==> src/rtl/i2s_rx.sv <==
// I2S receiver: syncs SCK/WS/SD into clk_in, deserializes MSB-first L/R words, emits pairs on valid/ready.
// Pair valid 1 clk after the SCK rise that captures the right LSB; an unaccepted pair is overwritten with overflow_out.
module i2s_rx #(
   parameter int WIDTH = 16
) (
   input  logic             clk_in,
   input  logic             rst_in,
   input  logic             sck_in,
   input  logic             ws_in,
   input  logic             sd_in,
   output logic [WIDTH-1:0] output_l_tdata,
   output logic [WIDTH-1:0] output_r_tdata,
   output logic             output_tvalid,
   input  logic             output_tready,
   output logic             overflow_out,
   output logic             short_word_out
);

   localparam int CW = $clog2(WIDTH + 1);
   localparam logic [CW-1:0] WMAX = CW'(WIDTH);

   typedef enum logic [1:0] {PRIME0, PRIME1, RUN} state_t;

   state_t           state_q, state_d;
   logic [2:0]       sck_q;
   logic [1:0]       ws_q, sd_q;
   logic             ws_p1_q, ws_p1_d, ws_p2_q, ws_p2_d;
   logic [WIDTH-1:0] shift_q, shift_d;
   logic [CW-1:0]    bit_cnt_q, bit_cnt_d;
   logic             chan_q, chan_d;
   logic             left_ok_q, left_ok_d;
   logic [WIDTH-1:0] left_hold_q, left_hold_d;
   logic [WIDTH-1:0] l_q, l_d, r_q, r_d;
   logic             vld_q, vld_d, ovf_q, ovf_d, short_q, short_d;

   logic             sck_rise, ws_s, sd_s;
   logic [WIDTH-1:0] word;
   logic             word_done, pair_done;

   assign sck_rise = sck_q[1] & ~sck_q[2];
   assign ws_s     = ws_q[1];
   assign sd_s     = sd_q[1];
   assign word     = {shift_q[WIDTH-2:0], sd_s};

   always_comb begin
      state_d     = state_q;
      ws_p1_d     = ws_p1_q;
      ws_p2_d     = ws_p2_q;
      shift_d     = shift_q;
      bit_cnt_d   = bit_cnt_q;
      chan_d      = chan_q;
      left_ok_d   = left_ok_q;
      left_hold_d = left_hold_q;
      short_d     = 1'b0;
      word_done   = 1'b0;
      pair_done   = 1'b0;
      if (sck_rise) begin
         ws_p1_d = ws_s;
         ws_p2_d = ws_p1_q;
         case (state_q)
            PRIME0: state_d = PRIME1;
            PRIME1: state_d = RUN;
            RUN: begin
               // WS changed one rise ago: this bit is the MSB of a new word (I2S one-bit delay)
               if (ws_p1_q != ws_p2_q) begin
                  if (bit_cnt_q < WMAX) begin
                     short_d   = 1'b1;
                     left_ok_d = 1'b0;
                  end
                  shift_d   = {{(WIDTH-1){1'b0}}, sd_s};
                  bit_cnt_d = CW'(1);
                  chan_d    = ws_p1_q;
               end else if (bit_cnt_q < WMAX) begin
                  shift_d   = word;
                  bit_cnt_d = bit_cnt_q + CW'(1);
                  word_done = (bit_cnt_q == WMAX - CW'(1));
               end
               if (word_done) begin
                  if (!chan_q) begin
                     left_hold_d = word;
                     left_ok_d   = 1'b1;
                  end else if (left_ok_q) begin
                     pair_done = 1'b1;
                     left_ok_d = 1'b0;
                  end
               end
            end
            default: state_d = PRIME0;
         endcase
      end
   end

   always_comb begin
      l_d   = l_q;
      r_d   = r_q;
      vld_d = vld_q;
      ovf_d = 1'b0;
      if (pair_done) begin
         l_d   = left_hold_q;
         r_d   = word;
         vld_d = 1'b1;
         ovf_d = vld_q & ~output_tready;
      end else if (vld_q && output_tready) begin
         vld_d = 1'b0;
      end
   end

   always_ff @(posedge clk_in or negedge rst_in) begin
      if (!rst_in) begin
         state_q     <= PRIME0;
         sck_q       <= '0;
         ws_q        <= '0;
         sd_q        <= '0;
         ws_p1_q     <= 1'b0;
         ws_p2_q     <= 1'b0;
         shift_q     <= '0;
         bit_cnt_q   <= WMAX;
         chan_q      <= 1'b0;
         left_ok_q   <= 1'b0;
         left_hold_q <= '0;
         l_q         <= '0;
         r_q         <= '0;
         vld_q       <= 1'b0;
         ovf_q       <= 1'b0;
         short_q     <= 1'b0;
      end else begin
         state_q     <= state_d;
         sck_q       <= {sck_q[1:0], sck_in};
         ws_q        <= {ws_q[0], ws_in};
         sd_q        <= {sd_q[0], sd_in};
         ws_p1_q     <= ws_p1_d;
         ws_p2_q     <= ws_p2_d;
         shift_q     <= shift_d;
         bit_cnt_q   <= bit_cnt_d;
         chan_q      <= chan_d;
         left_ok_q   <= left_ok_d;
         left_hold_q <= left_hold_d;
         l_q         <= l_d;
         r_q         <= r_d;
         vld_q       <= vld_d;
         ovf_q       <= ovf_d;
         short_q     <= short_d;
      end
   end

   assign output_l_tdata = l_q;
   assign output_r_tdata = r_q;
   assign output_tvalid  = vld_q;
   assign overflow_out   = ovf_q;
   assign short_word_out = short_q;

endmodule
==> config.mk <==
export PLATFORM = sky130hd
export DESIGN_NAME = i2s_rx
export DESIGN_NICKNAME = d
export VERILOG_FILES = /design/src/rtl/i2s_rx.sv
export SDC_FILE = /design/constraint.sdc
export NUM_CORES = 1
export LEC_CHECK = 0
export CAP_MARGIN = 20
export CORE_UTILIZATION = 58
export CTS_CLUSTER_DIAMETER = 60
export CTS_CLUSTER_SIZE = 8
export DETAILED_ROUTE_END_ITERATION = 7
export PLACE_DENSITY = 0.79
export SLEW_MARGIN = 20
export SYNTH_ARGS = -nofsm -noshare
export SYNTH_HDL_FRONTEND = slang
export SYNTH_SLANG_ARGS = --single-unit
==> constraint.sdc <==
create_clock -name clk_in -period 4.7 [get_ports clk_in]
set_input_delay 0.94 -clock clk_in [delete_from_list [all_inputs] [get_ports clk_in]]
set_output_delay 0.94 -clock clk_in [all_outputs]
set_load 0.02 [all_outputs]
==> reports/results.ini, run 1 <==
[grt]
grt-ovfl-total = 0
grt_pass1_vias = 1883
grt_usage = 0.209
grt_antenna_before_repair = 0
grt_pass1_wl_microns = 9290
grt_max_degree = 85

[setup_path]
cp.arrival_ns = 2.77
r2r_slack_ns = 2.15
cp-startpoint = bit_cnt_q[1]
r2r_start = bit_cnt_q[1]
reg2regPathDepth = 7
cp_slowest_stage_delay_ns = 0.57
cpMaxStageDelayCell = nor3_4
crit_required_ns = 4.93
crit_chain = ha_1 > and3_1 > ha_1 > nand3_1 > nor3_4 > buf_4 > mux2_2
worstPathMaxFanout = 20
reg2reg_to = output_r_tdata[10]
path_class = reg2reg
worst_setup_path_start_kind = flip-flop
crit_top_cell = ha_1
end_kind = flip-flop
endpoint = output_r_tdata[10]

[finish]
fillers = 313
fin_util = 0.748
final_nets = 252
syn2layout_area_growth_pct = 21.3
diodes = 0
drive_above_1_share = 0.309

[yosys]
synth-seq-area-share = 0.655
yosysMostFrequentCell = dfrtp_1
yosys-top-cells-area = dfrtp_1 (65%), mux2_2 (15%), mux2_4 (4.7%)
synth_async_sr_flop_share = 1.00
synth_nets = 207
syn_area_sq_um = 3210
yosys_most_used_dff = dfrtp_1
syn-mean-instance-area_sq_um = 16.1
synth_seq_cells = 84
synth_top_cell_by_area = dfrtp_1
synth_cell_types = 33
yosys_warnings = 0
synth.top_cells.by_count = dfrtp_1 (83), mux2_2 (42), a22o_1 (16)
synth_top_area_frac = 0.647
syn-instance-count = 199
synth_edf_count = 0

[power]
p_comb_frac = 0.084
power_switching_mw = 0.356
power.density_nw_per_um2 = 391
p_sw_frac = 0.234
intPower_mw = 1.16
clkPwrFrac = 0.382
cellLeakagePower_nw = 1.91
seqPwrFrac = 0.534
irDropWorstVdd_v = 0.000321

[timing]
finalSetupTns_ns = 0
setup_viol = 0
slew_viol_final = 0
worstMarginPinSlew_ns = 0.867
worst_hold_slack_ns = 0.352
grt_setup_unrepaired = no
fin_crit_sh = 0.542
period_needed_ns = 2.55
hold_viol = 0
relSlewSlack = 0.422
finalClockSkew_ns = 0.00889
max_freq_mhz = 393

[detailed_routing]
wirelength_microns = 5430
via_count = 1792
via_per_inst = 5.62
wl_per_cell_microns = 17.0
firstDrtPassIters = 4
drcViolationCount = 0
postRouteAntennaNets = 0
drtIter0Drc = 98

[cts]
post_cts_buffers = 0
insertion_delay_ns = 0.35
cts_tree = done
cts_max_level = 3
cts.clk_slew.worst_paths_ns = 0.08
cts_max_path_buffers = 2
cts_made_buffers = 9
cts_root_buf = clkbuf_8
cts_resized = 0
clock_sinks = 84
ctsHoldBuffers = 0

[status]
status = complete, no violations

[placed_design]
io_buffers = 40
dp_hpwl_microns = 3480
place.gp.congestion = 0.774

[floorplan]
io_pins = 41
die_area_sq_um = 5830
core_sq_um = 5200
rows = 26
initial_core_util = 0.617
die_x_microns = 76.4
fp.dieH_microns = 76.4

[worst_hold_path]
min_path_type = reg2reg
hold_depth = 0

[flow_run]
max_cap_viol_count = 0

[registers in the layout, indices dropped and copies added (netlist names)]
register        flops
output_r_tdata     16
left_hold_q        16
output_tvalid       1
chan_q              1
sd_q                2
shift_q            15
short_word_out      1
bit_cnt_q           5
overflow_out        1
ws_p1_q             1
ws_q                2
left_ok_q           1
state_q             2
sck_q               3
ws_p2_q             1
output_l_tdata     16
[per-stage QoR]
stage | power (mW) | std cells | worst slack, ns | instance area (sq um)
2_1_floorplan | 0.895 | 199 | 2.68 | 3210
3_3_place_gp | 0.932 | 302 | 2.32 | 3640
3_5_place_dp | 0.946 | 302 | 2.19 | 3640
4_1_cts | 1.52 | 318 | 2.16 | 3880
5_1_grt | 1.58 | 319 | 2.00 | 3890
6_report | 1.52 | 319 | 2.15 | 3890
[how the worst min path moves through the flow]
stage | slack, ns | to | start
2_1_floorplan | 0.33 | sck_q[1] | sck_q[0]
3_3_place_gp | 0.34 | sck_q[1] | sck_q[0]
3_5_place_dp | 0.34 | ws_q[1] | ws_q[0]
4_1_cts | 0.36 | sd_q[1] | sd_q[0]
5_1_grt | 0.36 | sck_q[1] | sck_q[0]
6_report | 0.35 | sd_q[1] | sd_q[0]
[critical path: cells and delay by family (launching register included)]
family        cells  cell delay [ns]
flops             1             0.40
simple gates      3             0.86
mux               1             0.37
buf+inv           1             0.39
fa+ha+maj         2             0.37
[power by group through the flow]
stage,registers (mW),clock network (mW),logic (mW)
floorplan,0.813,0,0.0823
global placement,0.820,0,0.112
detailed placement,0.823,0,0.122
CTS,0.811,0.591,0.123
global route,0.818,0.620,0.141
finish,0.813,0.580,0.128
[cell type report]
cell class | count | area [sq um] | area share
clock inverters | 4 | 70.1 | 0.0180
repair buffers | 42 | 417 | 0.107
well taps | 70 | 87.6 | 0.0225
clock buffers | 12 | 165 | 0.0424
flip-flops and latches | 84 | 2100 | 0.540
inverters | 3 | 11.3 | 0.00289
multi-input cells | 104 | 1040 | 0.267
[cell usage in the layout, fill, tap and decap left out, types with 3 or more instances in the layout]
cell / n
mux2_4: 10
inv_1: 3
nor2b_1: 4
a22o_1: 16
clkbuf_8: 12
dfrtp_1: 83
o21ai_0: 5
clkdlybuf4s50_1: 39
mux2_2: 42
[logic make-up (layout without fill, tap and decap cells)]
kind of cell               after synthesis  count (layout)  share of synthesized area
DFF                                     84              84                      0.655
muxes                                   53              53                      0.197
and+or+nand+nor                         19              19                     0.0421
adders and majority gates                2               2                    0.00780
xor gates and xnor gates                 2               2                    0.00780
AOI/OAI and AO/OA                       28              28                     0.0655
buffers and inverters                   11              61                     0.0242
[layer usage]
layer / up-vias / GRT usage / wire length (microns)
met5: - / 0 / 0
met3: 14 / 0.0479 / 185
met1: 926 / 0.260 / 2340
met2: 42 / 0.340 / 2760
met4: 0 / 0.115 / 140
li1: 810 / - / -
(Power assumes the default switching activity.)
==> inputs of run 2 (changes only) <==
--- a/config.mk
+++ b/config.mk
@@ -6,11 +6,11 @@
 export NUM_CORES = 1
 export LEC_CHECK = 0
 export CAP_MARGIN = 20
-export CORE_UTILIZATION = 58
+export CORE_UTILIZATION = 54
 export CTS_CLUSTER_DIAMETER = 60
 export CTS_CLUSTER_SIZE = 8
 export DETAILED_ROUTE_END_ITERATION = 7
-export PLACE_DENSITY = 0.79
+export PLACE_DENSITY = 0.74
 export SLEW_MARGIN = 20
 export SYNTH_ARGS = -nofsm -noshare
 export SYNTH_HDL_FRONTEND = slang
==> constraint.sdc (replaced) <==
create_clock -name clk_in -period 2.4 [get_ports clk_in]
set_input_delay 0.48 -clock clk_in [delete_from_list [all_inputs] [get_ports clk_in]]
set_output_delay 0.48 -clock clk_in [all_outputs]
set_load 0.02 [all_outputs]
==> reports/results.ini, run 2 (synthesis gave the netlist of run 1 again) <==
[status]
status = complete, no violations

[placed_design]
place.gp.congestion = 0.736  ; -4.9%
io_buffers = 40  ; unchanged
dp_hpwl_microns = 3370  ; -3.1%
place_area_sq_um = 3710  ; +1.9%

[timing]
grt_setup_unrepaired = no
finalSetupTns_ns = 0  ; unchanged
fin_crit_sh = 0.881  ; +0.339
worstMarginPinSlew_ns = 0.681  ; -0.186 ns
setup_viol = 0  ; unchanged
max_freq_mhz = 473  ; +20%
hold_viol = 0  ; unchanged
slew_viol_final = 0  ; unchanged
finalClockSkew_ns = 0.00723  ; -0.00166 ns
period_needed_ns = 2.12  ; -0.432 ns
relSlewSlack = 0.546  ; +0.124

[detailed_routing]
drtIter0Drc = 70  ; -29%
wirelength_microns = 5040  ; -7.1%
wl_per_cell_microns = 15.4  ; -9.4%
via_count = 1773  ; -1.1%
postRouteAntennaNets = 0  ; unchanged
drcViolationCount = 0  ; unchanged
firstDrtPassIters = 4  ; unchanged
via_per_inst = 5.42  ; -3.5%

[setup_path]
cp_num_buf_inv = 1  ; unchanged
crit_top_cell = ha_1
crit_chain = ha_1 > and3_1 > ha_1 > nor2b_1 > or3b_1 > buf_4 > mux2_4
worst_setup_path_start_kind = flip-flop
end_kind = flip-flop
cp_slowest_stage_delay_ns = 0.39  ; -0.18 ns
path_class = reg2reg
critical-path-top-delay-family = simple AND/OR/NAND/NOR gates
cp.arrival_ns = 2.34  ; -0.43 ns
crit_required_ns = 2.62  ; -2.31 ns
worstPathMaxFanout = 10  ; -50%
cpMaxStageDelayCell = dfrtp_1

[cts]
cts_root_buf = clkbuf_8
cts_max_path_buffers = 2  ; unchanged
clock_sinks = 84  ; unchanged
ctsHoldBuffers = 0  ; unchanged
insertion_delay_ns = 0.33  ; -0.02 ns
cts_resized = 0  ; unchanged
cts_made_buffers = 9  ; unchanged
cts.clk_slew.worst_paths_ns = 0.08  ; about the same
cts_max_level = 3  ; unchanged
post_cts_buffers = 0  ; unchanged
cts_tree = done

[flow_run]
max_cap_viol_count = 0  ; unchanged

[finish]
diodes = 0  ; unchanged
fillers = 428  ; +37%
layout_commonest_cell = dfrtp_1
final_nets = 258  ; +2.4%
syn2layout_area_growth_pct = 21.8
layout_common_cells = dfrtp_1 (83), mux2_2 (42), clkdlybuf4s50_1 (39), a22o_1 (16), clkbuf_8 (11)
final_area_sq_um = 3910  ; +0.45%
fin_util = 0.697  ; -0.0506
drive_above_1_share = 0.310  ; +0.000567

[worst_hold_path]
min_path_type = in2async

[grt]
grt_usage = 0.185  ; -0.0239
grt_pass1_wl_microns = 8620  ; -7.2%
grt_antenna_before_repair = 0  ; unchanged
grt_max_degree = 44  ; -48%
grt-ovfl-total = 0  ; unchanged
grt_pass1_vias = 1772  ; -5.9%

[power]
p_comb_frac = 0.089  ; +0.005
power.density_nw_per_um2 = 723  ; +85%
p_sw_frac = 0.234  ; -0.000698
irDropWorstVdd_v = 0.000554  ; +72%
seqPwrFrac = 0.562  ; +0.028
intPower_mw = 2.17  ; +86%
cellLeakagePower_nw = 1.91  ; +0.34%
power_mw = 2.83  ; +86%
power_switching_mw = 0.660  ; +85%
clkPwrFrac = 0.350  ; -0.032

[floorplan]
die_x_microns = 79.1  ; +3.5%
initial_core_util = 0.572  ; -0.0443
rows = 27  ; +3.8%
io_pins = 41  ; unchanged
fp.dieH_microns = 79.1  ; +3.5%
core_sq_um = 5610  ; +7.7%
die_area_sq_um = 6260  ; +7.2%

-- run 2: cell types whose count changed in the layout (fill, tap and decap cells not counted) --
cell,delta
buf_4,+6
bufinv_16,-1
buf_6,-1
clkbuf_8,-1
buf_12,+1
clkbuf_1,+4
clkinv_2,-2
-- run 2: worst paths after layout --
path                                    from                end  cells after the start  slack, ns
worst max register to register  bit_cnt_q[0]     left_hold_q[8]                      7       0.28
worst min-delay path                  rst_in  output_l_tdata[9]                      1       0.12
max in group asynchronous             rst_in       bit_cnt_q[4]                      2       1.61
worst max-delay path            bit_cnt_q[0]     left_hold_q[8]                      7       0.28
min in group clk_in                 sck_q[0]           sck_q[1]                      0       0.35
worst min register to register      sck_q[0]           sck_q[1]                      0       0.35
-- run 2: stage by stage --
stage	setup WS, ns	hold WS (ns)	cells
after CTS	0.265	0.129	327
after detailed placement	0.291	0.336	311
after global routing	0.156	0.159	327
after global placement	0.337	0.332	311
after floorplan	0.379	0.184	199
final	0.285	0.116	327
-- run 2: per-layer routing --
layer	wire (microns)	global-route usage
met3	108	0.0345
met1	2430	0.264
met5	0	0
met4	63	0.0927
met2	2430	0.275
-- run 2: power groups by stage --
stage                     combinational, mW  sequential [mW]  clock [mW]
after detailed placement              0.251             1.61           0
after floorplan                       0.161             1.59           0
after CTS                             0.251             1.59        1.02
after global placement                0.244             1.61           0
final                                 0.250             1.59       0.988
after global routing                  0.287             1.60        1.07
-- run 2: cell type report --
class | count | area [sq um] | area share
clock buffer | 15 | 166 | 0.0426
clock inverter | 1 | 30.0 | 0.00768
inverter | 3 | 11.3 | 0.00288
multi-input combinational | 104 | 1040 | 0.266
sequential | 84 | 2100 | 0.538
tap | 72 | 90.1 | 0.0230
timing repair buffer | 48 | 470 | 0.120
